$ cat src/rtl/pc_sequencer.sv
// Program-counter sequencer and run controller.
// Owns the Start/Done handshake and steps prog_ctr once per instruction.
// Taken branches are either relative (signed offset) or absolute (LUT target).
// Multi-cycle memory ops hold the current PC for STALL_CYC extra cycles.
module pc_sequencer #(
  parameter int PC_W      = 10,
  parameter int OFFSET_W  = 8,
  parameter int STALL_CYC = 1,
  parameter int CNT_W     = 16
) (
  input  logic                Clk,
  input  logic                Reset,
  input  logic                Start,
  input  logic [PC_W-1:0]     start_addr,
  input  logic                halt,
  input  logic                stall_req,
  input  logic                jump_en,
  input  logic                immOrLUT,
  input  logic [OFFSET_W-1:0] br_offset,
  input  logic [PC_W-1:0]     lut_target,
  output logic [PC_W-1:0]     prog_ctr,
  output logic                instr_valid,
  output logic                Done,
  output logic [CNT_W-1:0]    cycle_cnt
);

  localparam int SC_W = (STALL_CYC < 1) ? 1 : $clog2(STALL_CYC + 1);

  typedef enum logic [1:0] {IDLE, RUN, STALL, DONE} state_t;

  state_t            state_q, state_d;
  logic [SC_W-1:0]   stall_cnt, stall_cnt_d;
  logic [PC_W-1:0]   pc_d;
  logic              vld_d, done_d;
  logic [CNT_W-1:0]  cnt_d;
  logic [PC_W-1:0]   off_ext;
  logic [PC_W-1:0]   pc_inc;

  // Sign-extend the relative offset; the add wraps modulo 2**PC_W.
  assign off_ext = PC_W'($signed(br_offset));
  assign pc_inc  = prog_ctr + PC_W'(1);

  // State and registered outputs; reset clears everything without a clock.
  always_ff @(posedge Clk or negedge Reset) begin
    if (!Reset) begin
      state_q     <= IDLE;
      prog_ctr    <= '0;
      instr_valid <= 1'b0;
      Done        <= 1'b0;
      cycle_cnt   <= '0;
      stall_cnt   <= '0;
    end else begin
      state_q     <= state_d;
      prog_ctr    <= pc_d;
      instr_valid <= vld_d;
      Done        <= done_d;
      cycle_cnt   <= cnt_d;
      stall_cnt   <= stall_cnt_d;
    end
  end

  // Next state and next outputs; priority in RUN is halt > stall > jump > inc.
  always_comb begin
    state_d     = state_q;
    pc_d        = prog_ctr;
    vld_d       = instr_valid;
    done_d      = Done;
    cnt_d       = cycle_cnt;
    stall_cnt_d = stall_cnt;

    // Count every active cycle (including the halt cycle), saturating.
    if ((state_q == RUN || state_q == STALL) && (cycle_cnt != '1))
      cnt_d = cycle_cnt + CNT_W'(1);

    case (state_q)
      IDLE, DONE: begin
        if (Start) begin
          state_d     = RUN;
          pc_d        = start_addr;
          vld_d       = 1'b1;
          done_d      = 1'b0;
          cnt_d       = '0;
          stall_cnt_d = '0;
        end
      end
      RUN: begin
        if (halt) begin
          state_d = DONE;
          vld_d   = 1'b0;
          done_d  = 1'b1;
        end else if (stall_req) begin
          state_d     = STALL;
          vld_d       = 1'b0;
          stall_cnt_d = SC_W'(STALL_CYC);
        end else if (jump_en) begin
          pc_d = immOrLUT ? lut_target : (prog_ctr + off_ext);
        end else begin
          pc_d = pc_inc;
        end
      end
      STALL: begin
        // Stalled ops never branch or halt; just wait out the counter.
        if (stall_cnt <= SC_W'(1)) begin
          state_d     = RUN;
          pc_d        = pc_inc;
          vld_d       = 1'b1;
          stall_cnt_d = '0;
        end else begin
          stall_cnt_d = stall_cnt - SC_W'(1);
        end
      end
      default: state_d = IDLE;
    endcase
  end

endmodule

$ cat config.mk
export PLATFORM = sky130hd
export DESIGN_NAME = pc_sequencer
export DESIGN_NICKNAME = d
export VERILOG_FILES = /design/src/rtl/pc_sequencer.sv
export SDC_FILE = /design/constraint.sdc
export NUM_CORES = 1
export LEC_CHECK = 0
export BUFFER_PORTS_ARGS = -buffer_cell sky130_fd_sc_hd__clkbuf_2
export CORE_MARGIN = 2
export CORE_UTILIZATION = 45
export CTS_BUF_LIST = sky130_fd_sc_hd__clkbuf_16
export CTS_CLUSTER_DIAMETER = 50
export DETAILED_ROUTE_END_ITERATION = 8
export PLACE_DENSITY = 0.71
export SLEW_MARGIN = 20
export SYNTH_ARGS = -nofsm -noshare
export SYNTH_HDL_FRONTEND = slang
export SYNTH_SLANG_ARGS = --single-unit
$ cat constraint.sdc
create_clock -name Clk -period 2.6 [get_ports Clk]
set_input_delay 0.13 -clock Clk [delete_from_list [all_inputs] [get_ports Clk]]
set_output_delay 0.13 -clock Clk [all_outputs]
set_load 0.005 [all_outputs]
==> flow_summary.toml, run 1 <==
[worst_setup_path]
cp.required_ns = 2.78
worstPathArrival_ns = 2.38
endpoint_kind = "flip-flop"
cp_top_family = "adder cells"
crit_chain = "ha_1, inv_1, fa_1, nand2b_1, a21oi_1, o41ai_1, mux2i_1, nor3_1, o31ai_1"
cp-start-kind = "flip-flop"
slowest_delay_ns = 0.43
critPathKind = "reg2reg"
cp_max_fo = 7
crit_path_top_delay_cell = "dfrtp_1"
path_buf_inv = 1

[yosys]
ys_ff_latch = 30
ys_async_sr_fraction = 1.00
synthesis.instances = 270
synth_fp_nets = 319
synth-edff-count = 0
synth_cell_type_count = 47
syn_area_sq_um = 2240
yosysSeqAreaShare = 0.336
yosys.area.top_type_share = 0.336
synth_top_cell_by_area = "dfrtp_1"
synth-main-ff-cell = "dfrtp_1"
yosys_warnings = 0
yosys-top-cells-area = "dfrtp_1 (34%), ha_1 (7.3%), a21oi_1 (5.8%)"
synth_area_per_cell_sq_um = 8.28

[floorplanning]
start_util = 0.470
rows = 25
ios = 63
fp.dieW_um = 74.5
coreArea_sq_um = 4750
die_h_um = 74.5
dieArea_sq_um = 5550

[cts]
clock-root-buffer = "clkbuf_16"
clock_latency_ns = 0.27
postCtsResizedCells = 0
numCtsBuffers = 5
clk_pin_slew_ns = 0.05
cts_sinks = 30
cts_tree = "built"
cts_htree_levels = 2
clock_path_buffers = 2

[sta]
rsz0062_at_grt = "no"
setup_tns_ns = 0
layout_setup_ws_ns = 0.400
timing.final.crit_period_ns = 2.20
worst_pin_slew_ns = 0.742
max_freq_mhz = 454
finClkSkew_ns = 0.00287
setup_viol = 0
period_share = 0.846
slew_viol_final = 0
hold_violations = 0
max_slew_margin = 0.505

[detailed_routing]
wl_per_cell_um = 14.1
dr_total_vias = 2210
final_antenna_net_count = 0
drc = 0
routed_wl_um = 5640
drt-initial-drc-count = 148
drt_first_pass_iters = 4
post_drt_via_cell_ratio = 5.51

[finish]
antennaDiodeCount = 0
layout_common_cells = "clkbuf_2 (62), dfrtp_1 (30), nor2_1 (30), nand2_1 (26), a21oi_1 (26)"
nets = 384
final_common_cell = "clkbuf_2"
drive_gt1_frac = 0.219
area_growth_pct = 23.4

[power_and_ir_drop]
leakage_nw = 1.33
max-vdd-ir-drop_mv = 0.505
power_density_nw_per_um2 = 1100

[global_route]
track_usage = 0.212
grt_pass1_wl_um = 9000
grt_max_degree = 31
overflow = 0
grt_pass1_vias = 1971
antenna_found_initial = 0

[placed_design]
hpwlAfterDp_um = 4380
pre_cts_slack_ns = 0.396
gp_congestion = 0.881
port_buffers = 62

[outcome]
status = "finished, final reports clean"

[hold_path]
min_path_type = "in2reg"

[job]
cap_violations = 0
-- power breakdown --
part,leakage (nW),internal [W],switching (W),total [W]
combinational,0.878,0.000731,0.000979,0.00171
clock,0.0632,0.000339,0.000182,0.000521
sequential,0.390,0.000614,0.000191,0.000805
total,1.33,0.00168,0.00135,0.00303
-- logic make-up (layout without fill, tap and decap cells) --
family	Yosys count	count (layout)	share of synthesized area
adder cells (fa/ha/maj)	14	14	0.0817
AND/OR/NAND/NOR	97	97	0.213
AO/OA/AOI/OAI	78	78	0.212
XOR/XNOR	24	24	0.0974
buffers and inverters	22	86	0.0375
multiplexers	5	5	0.0224
flip-flops	30	30	0.336
-- metal layers --
metal | part of all wire | track usage | routed length, um
met5 | 0 | 0 | 0
met1 | 0.45 | 0.277 | 2560
met2 | 0.49 | 0.354 | 2750
met4 | 0.0085 | 0.0556 | 48
met3 | 0.049 | 0.0501 | 279
-- synth_stat cells, types with 4 or more instances --
library cell   n
ha_1          13
a21oi_1       26
nand3_1        8
nand2_1       26
o31ai_1        6
o21ai_0       22
dfrtp_1       30
mux2i_1        5
xor2_1        14
nor2b_1        4
inv_1         14
nor2_1        30
o21a_1         4
clkbuf_1       6
nand4_1        6
xnor2_1        9
-- sequential cells by signal, indices dropped and copies added, names as in the netlist --
| signal | count |
|---|---|
| prog_ctr | 10 |
| Done | 1 |
| cycle_cnt | 16 |
| instr_valid | 1 |
| state_q | 2 |
-- cell type report --
type	instances	area, sq um
clock buffer	5	125
tap	67	83.8
timing repair buffer	66	343
clock inverter	1	3.75
fill	476	1990
sequential	30	751
multi-input combinational	218	1400
inverter	14	52.6
-- repair_timing --
action                    in CTS  in global routing
hold endpoints to repair      30                  0
hold buffers                   1                  0
buffers inserted               0                  0
-- worst register-to-register path, delay by kind of cell (launching register included) --
family	cells	cell delay, ns
flip-flops	1	0.43
buffers and inverters	1	0.07
multiplexers	1	0.16
AND/OR/NAND/NOR	2	0.24
adder cells (fa/ha/maj)	2	0.62
AO/OA/AOI/OAI	3	0.60
-- final timing paths --
path | depth (start not counted) | start | slack [ns] | endpoint
max in group asynchronous | 2 | Reset | 1.66 | instr_valid
min in group asynchronous | 2 | Reset | 0.46 | cycle_cnt[14]
worst min-delay path | 3 | start_addr[0] | 0.15 | prog_ctr[0]
worst min register to register | 1 | cycle_cnt[4] | 0.51 | cycle_cnt[4]
worst max-delay path | 9 | prog_ctr[0] | 0.40 | prog_ctr[8]
worst max register to register | 9 | prog_ctr[0] | 0.40 | prog_ctr[8]
-- through the flow --
step / total power (W) / utilization / instance area (sq um) / hold WS (ns) / std cells
2_1_floorplan: 0.00200 / - / 2240 / -0.166 / 270
3_3_place_gp: 0.00247 / 0.551 / 2620 / 0.233 / 394
3_5_place_dp: 0.00251 / 0.551 / 2620 / 0.228 / 394
4_1_cts: 0.00305 / 0.581 / 2760 / 0.147 / 401
5_1_grt: 0.00332 / 0.581 / 2760 / 0.174 / 401
6_report: 0.00303 / 0.581 / 2760 / 0.147 / 401
No activity file was read; power rests on OpenSTA's default activity.
==> run 2: changes to the inputs <==
Clock period 2.6 ns to 2.2 ns, I/O delays scaled along.
==> run 2 against run 1 <==
Fmax rose by 7.8%; total power rose by 21%; non-clock buffer count rose by 6; die area did not move; register-to-register slack got worse by 0.24 ns; setup slack got worse by 0.24 ns; clock power rose by 20%; highest routed layer unchanged.
==> flow_summary.toml, run 2 (same netlist as run 1, synthesis figures left out) <==
[outcome]
status = "finished, final reports clean"

[floorplanning]
dieArea_sq_um = 5550
ios = 63
rows = 25
die_h_um = 74.5
start_util = 0.470
coreArea_sq_um = 4750
fp.dieW_um = 74.5

[finish]
largest_reg_flops = 16
reg.largest.list = "cycle_cnt x16, prog_ctr x10, state_q x2"
area_growth_pct = 26.4
layout_common_cells = "clkbuf_2 (62), dfrtp_1 (30), nor2_1 (30), nand2_1 (26), a21oi_1 (25)"
multiInputGateArea_sq_um = 1420
final_common_cell = "clkbuf_2"
layout.area.seq_sq_um = 751
antennaDiodeCount = 0
max_flop_register = "cycle_cnt"
drive_gt1_frac = 0.240
n_fill_cell = 469
nets = 390

[power_and_ir_drop]
design_power_total_w = 0.00367
pwr-share-comb = 0.580
seqPwrFrac = 0.249
leakage_nw = 1.38
power_density_nw_per_um2 = 1300
clkPwrFrac = 0.171
max-vdd-ir-drop_mv = 0.574
netSwitchingFraction = 0.442
power_switching_w = 0.00162
intPower_w = 0.00205

[hold_path]
hp-start = "start_addr[2]"
holdPathStages = 3
min_to = "prog_ctr[2]"
min_path_type = "in2reg"

[global_route]
grt_pass1_wl_um = 9060
antenna_found_initial = 0
overflow = 0
grt_pass1_vias = 2017
grt_max_degree = 31
track_usage = 0.211

[detailed_routing]
drt_first_pass_iters = 4
drt-initial-drc-count = 172
wl_per_cell_um = 13.9
drc = 0
dr_total_vias = 2203
final_antenna_net_count = 0
routed_wl_um = 5670
post_drt_via_cell_ratio = 5.40

[sta]
timing.final.crit_period_ns = 2.04
hold_violations = 0
period_share = 0.928
max_slew_margin = 0.482
setup_viol = 0
rsz0062_at_grt = "no"
finClkSkew_ns = 0.00330
max_freq_mhz = 490
worst_pin_slew_ns = 0.776
slew_viol_final = 0
setup_tns_ns = 0

[cts]
numCtsBuffers = 5
clock_latency_ns = 0.27
cts_sinks = 30
clock_path_buffers = 2
cts_setup_buffers = 0
cts_tree = "built"
clock-root-buffer = "clkbuf_16"
clk_pin_slew_ns = 0.05
cts_htree_levels = 2

[worst_setup_path]
crit_chain = "ha_1, inv_1, fa_1, nand2b_1, a21oi_2, o41ai_2, mux2i_1, nor3_1, o31ai_1"
endpoint_kind = "flip-flop"
reg2regPathDepth = 9
slowest_delay_ns = 0.40
crit_path_top_delay_cell = "fa_1"
cp_max_fo = 3
reg2reg_from = "prog_ctr[0]"
critPathKind = "reg2reg"
cp-start-kind = "flip-flop"
r2r_end = "prog_ctr[8]"
worstPathArrival_ns = 2.22
cp_top_family = "adder cells"
cp.required_ns = 2.38
path_buf_inv = 1
reg2reg_slack_ns = 0.16

[placed_design]
hpwlAfterDp_um = 4360
port_buffers = 62
gp_congestion = 0.889

[job]
cap_violations = 0
run 2: how the worst max path moves through the flow:
stage | startpoint | endpoint | slack, ns | depth (start not counted)
final | prog_ctr[0] | prog_ctr[8] | 0.16 | 9
after global routing | state_q[0] | cycle_cnt[11] | 0.0005 | 9
after CTS | prog_ctr[0] | prog_ctr[8] | 0.08 | 9
after detailed placement | prog_ctr[0] | prog_ctr[8] | 0.09 | 9
after global placement | prog_ctr[0] | prog_ctr[8] | 0.21 | 9
after floorplan | prog_ctr[0] | prog_ctr[8] | 0.22 | 9
run 2: area by class of cell:
class | count | share of cell area
clock buffer | 5 | 0.0443
clock inverter | 2 | 0.00266
inverter | 14 | 0.0186
multi-input combinational | 218 | 0.502
sequential | 30 | 0.266
tap | 67 | 0.0297
timing repair buffer | 72 | 0.137
run 2: power by group through the flow:
stage	Combinational (W)	Clock [W]	Sequential, W
after global routing	0.00240	0.000660	0.000945
after CTS	0.00210	0.000638	0.000914
final	0.00213	0.000627	0.000916
after detailed placement	0.00208	0	0.000923
after floorplan	0.00144	0	0.000926
after global placement	0.00205	0	0.000914
run 2: per-stage QoR:
stage / hold slack (ns) / setup slack [ns] / instances / cell area [sq um] / utilization
floorplan: -0.186 / 0.220 / 270 / 2240 / -
global placement: 0.217 / 0.207 / 400 / 2670 / 0.561
detailed placement: 0.221 / 0.0924 / 400 / 2670 / 0.561
CTS: 0.128 / 0.0824 / 408 / 2810 / 0.591
global route: 0.154 / 0.000494 / 408 / 2830 / 0.594
finish: 0.128 / 0.158 / 408 / 2830 / 0.594
run 2: timing repair:
action / CTS / global route
hold buffers: 1 / 0
gates resized for setup: 0 / 4
endpoints found under the hold margin: 30 / 0
setup endpoints to repair: 0 / 3
run 2: worst reg2reg max path, stage by stage, from the launching register on:
cell and delay (ns):
dfrtp_1 0.35, ha_1 0.21, inv_1 0.07, fa_1 0.40
nand2b_1 0.19, a21oi_2 0.20, o41ai_2 0.09, mux2i_1 0.16
nor3_1 0.06, o31ai_1 0.22
run 2: routing by layer:
metal / part of all wire / track usage
met1: 0.46 / 0.285
met2: 0.47 / 0.341
met3: 0.053 / 0.0420
met4: 0.014 / 0.0675
met5: 0 / 0
==> run 3: changes to the inputs <==
Settings changed: CORE_UTILIZATION 45 to 53, PLACE_DENSITY 0.71 to 0.81.
==> run 3 against run 2 <==
Sequential share of layout area up 0.25 points; final area fell by 0.93%; clock skew increased by 0.0016 ns; via count is 0.59% higher; final cell count fell by 4.4%; fmax up 0.60%; count of clock-buffer cells in the layout did not move; die area decreased by 14%.
==> flow_summary.toml, run 3 (same netlist as run 1, synthesis figures left out) <==
[outcome]
status = "finished, final reports clean"

[detailed_routing]
post_drt_via_cell_ratio = 5.68
routed_wl_um = 5610
drt_first_pass_iters = 4
drt-initial-drc-count = 100
final_antenna_net_count = 0
drc = 0
wl_per_cell_um = 14.4
dr_total_vias = 2216

[placed_design]
pre_cts_slack_ns = 0.155
port_buffers = 62
gp_congestion = 0.891
place_area_sq_um = 2630
hpwlAfterDp_um = 4220

[finish]
layout_common_cells = "clkbuf_2 (62), dfrtp_1 (30), nor2_1 (30), nand2_1 (26), a21oi_1 (25)"
multiInputGateArea_sq_um = 1420
area_growth_pct = 25.2
reg.largest.list = "cycle_cnt x16, prog_ctr x10, state_q x2"
n_fill_cell = 349
final_common_cell = "clkbuf_2"
final_area_sq_um = 2800
fin_util = 0.695
max_flop_register = "cycle_cnt"
drive_gt1_frac = 0.241
nets = 388
largest_reg_flops = 16
layout.area.seq_sq_um = 751
antennaDiodeCount = 0

[cts]
clock_latency_ns = 0.28
cts_setup_buffers = 0
clock_path_buffers = 2
clock-root-buffer = "clkbuf_16"
cts_sinks = 30
numCtsBuffers = 5
cts_tree = "built"
cts_htree_levels = 2
clk_pin_slew_ns = 0.05

[worst_setup_path]
critPathKind = "reg2reg"
cp_common_cell = "o21ai_0"
worstPathArrival_ns = 2.18
slowest_delay_ns = 0.47
cp.required_ns = 2.35
endpoint_kind = "flip-flop"
crit_path_top_delay_cell = "dfrtp_1"
cp-start-kind = "flip-flop"
cp_max_fo = 7
crit_chain = "ha_1, o21ai_1, o21ai_0, a21oi_1, xnor2_1, a221oi_1, o21ai_0"

[power_and_ir_drop]
intPower_w = 0.00206
power_switching_w = 0.00164
clkPwrFrac = 0.172
leakage_nw = 1.37
max-vdd-ir-drop_mv = 0.740
netSwitchingFraction = 0.443
design_power_total_w = 0.00370
seqPwrFrac = 0.249
pwr-share-comb = 0.579
power_density_nw_per_um2 = 1320

[sta]
setup_viol = 0
layout_setup_ws_ns = 0.170
timing.final.crit_period_ns = 2.03
worst_pin_slew_ns = 0.771
finClkSkew_ns = 0.00488
max_freq_mhz = 493
max_slew_margin = 0.486
slew_viol_final = 0
hold_violations = 0
setup_tns_ns = 0
rsz0062_at_grt = "no"
period_share = 0.923

[floorplanning]
dieArea_sq_um = 4750
rows = 23
coreArea_sq_um = 4030
die_h_um = 69.0
fp.dieW_um = 69.0
ios = 63
start_util = 0.555

[global_route]
grt_pass1_vias = 1981
overflow = 0
antenna_found_initial = 0
grt_max_degree = 31
track_usage = 0.243
grt_pass1_wl_um = 8470

[job]
cap_violations = 0

[hold_path]
min_path_type = "in2reg"
run 3: power groups by stage:
| stage | registers, W | clock network, W | logic, W |
|---|---|---|---|
| 2_1_floorplan | 0.000926 | 0 | 0.00144 |
| 3_3_place_gp | 0.000921 | 0 | 0.00203 |
| 5_1_grt | 0.000948 | 0.000673 | 0.00240 |
| 4_1_cts | 0.000920 | 0.000652 | 0.00210 |
| 6_report | 0.000920 | 0.000637 | 0.00214 |
| 3_5_place_dp | 0.000924 | 0 | 0.00208 |
run 3: final cells by class:
type                            count  share of cell area
Inverter                           14              0.0188
Multi-Input combinational cell    218               0.508
Clock inverter                      3             0.00447
Clock buffer                        5              0.0447
Tap cell                           50              0.0224
Timing Repair Buffer               70               0.133
Sequential cell                    30               0.268
run 3: per-stage QoR:
step	instances	hold WS, ns
floorplan	270	-0.186
global placement	381	0.213
detailed placement	381	0.220
CTS	390	0.129
global route	390	0.148
finish	390	0.126
run 3: path summary, 6_finish.rpt:
kind,from,to,slack [ns],depth (start not counted)
worst min-delay path,start_addr[2],prog_ctr[2],0.13,3
worst min register to register,cycle_cnt[4],cycle_cnt[4],0.51,1
min in group asynchronous,Reset,cycle_cnt[13],0.45,2
worst max register to register,prog_ctr[2],prog_ctr[7],0.17,7
max in group asynchronous,Reset,Done,1.26,2
worst max-delay path,prog_ctr[2],prog_ctr[7],0.17,7
run 3: repair_timing:
| action | CTS | global route |
|---|---|---|
| endpoints found under the hold margin | 30 | 0 |
| resized for setup | 0 | 5 |
| endpoints found under the setup margin | 0 | 3 |
| hold buffers | 1 | 0 |
run 3: worst max-delay path: cells and delay by family, from the launching register on:
kind,cells,cell delay (ns)
XOR/XNOR,1,0.14
adder cells (fa/ha/maj),1,0.39
flip-flops,1,0.47
AO/OA/AOI/OAI,5,0.90
run 3: per-layer routing:
layer | vias to the layer above | global-route usage | wire length (um)
met3 | 8 | 0.0568 | 344
met4 | 0 | 0.0833 | 70
li1 | 1102 | - | -
met1 | 1038 | 0.291 | 2430
met5 | - | 0 | 0
met2 | 68 | 0.427 | 2760
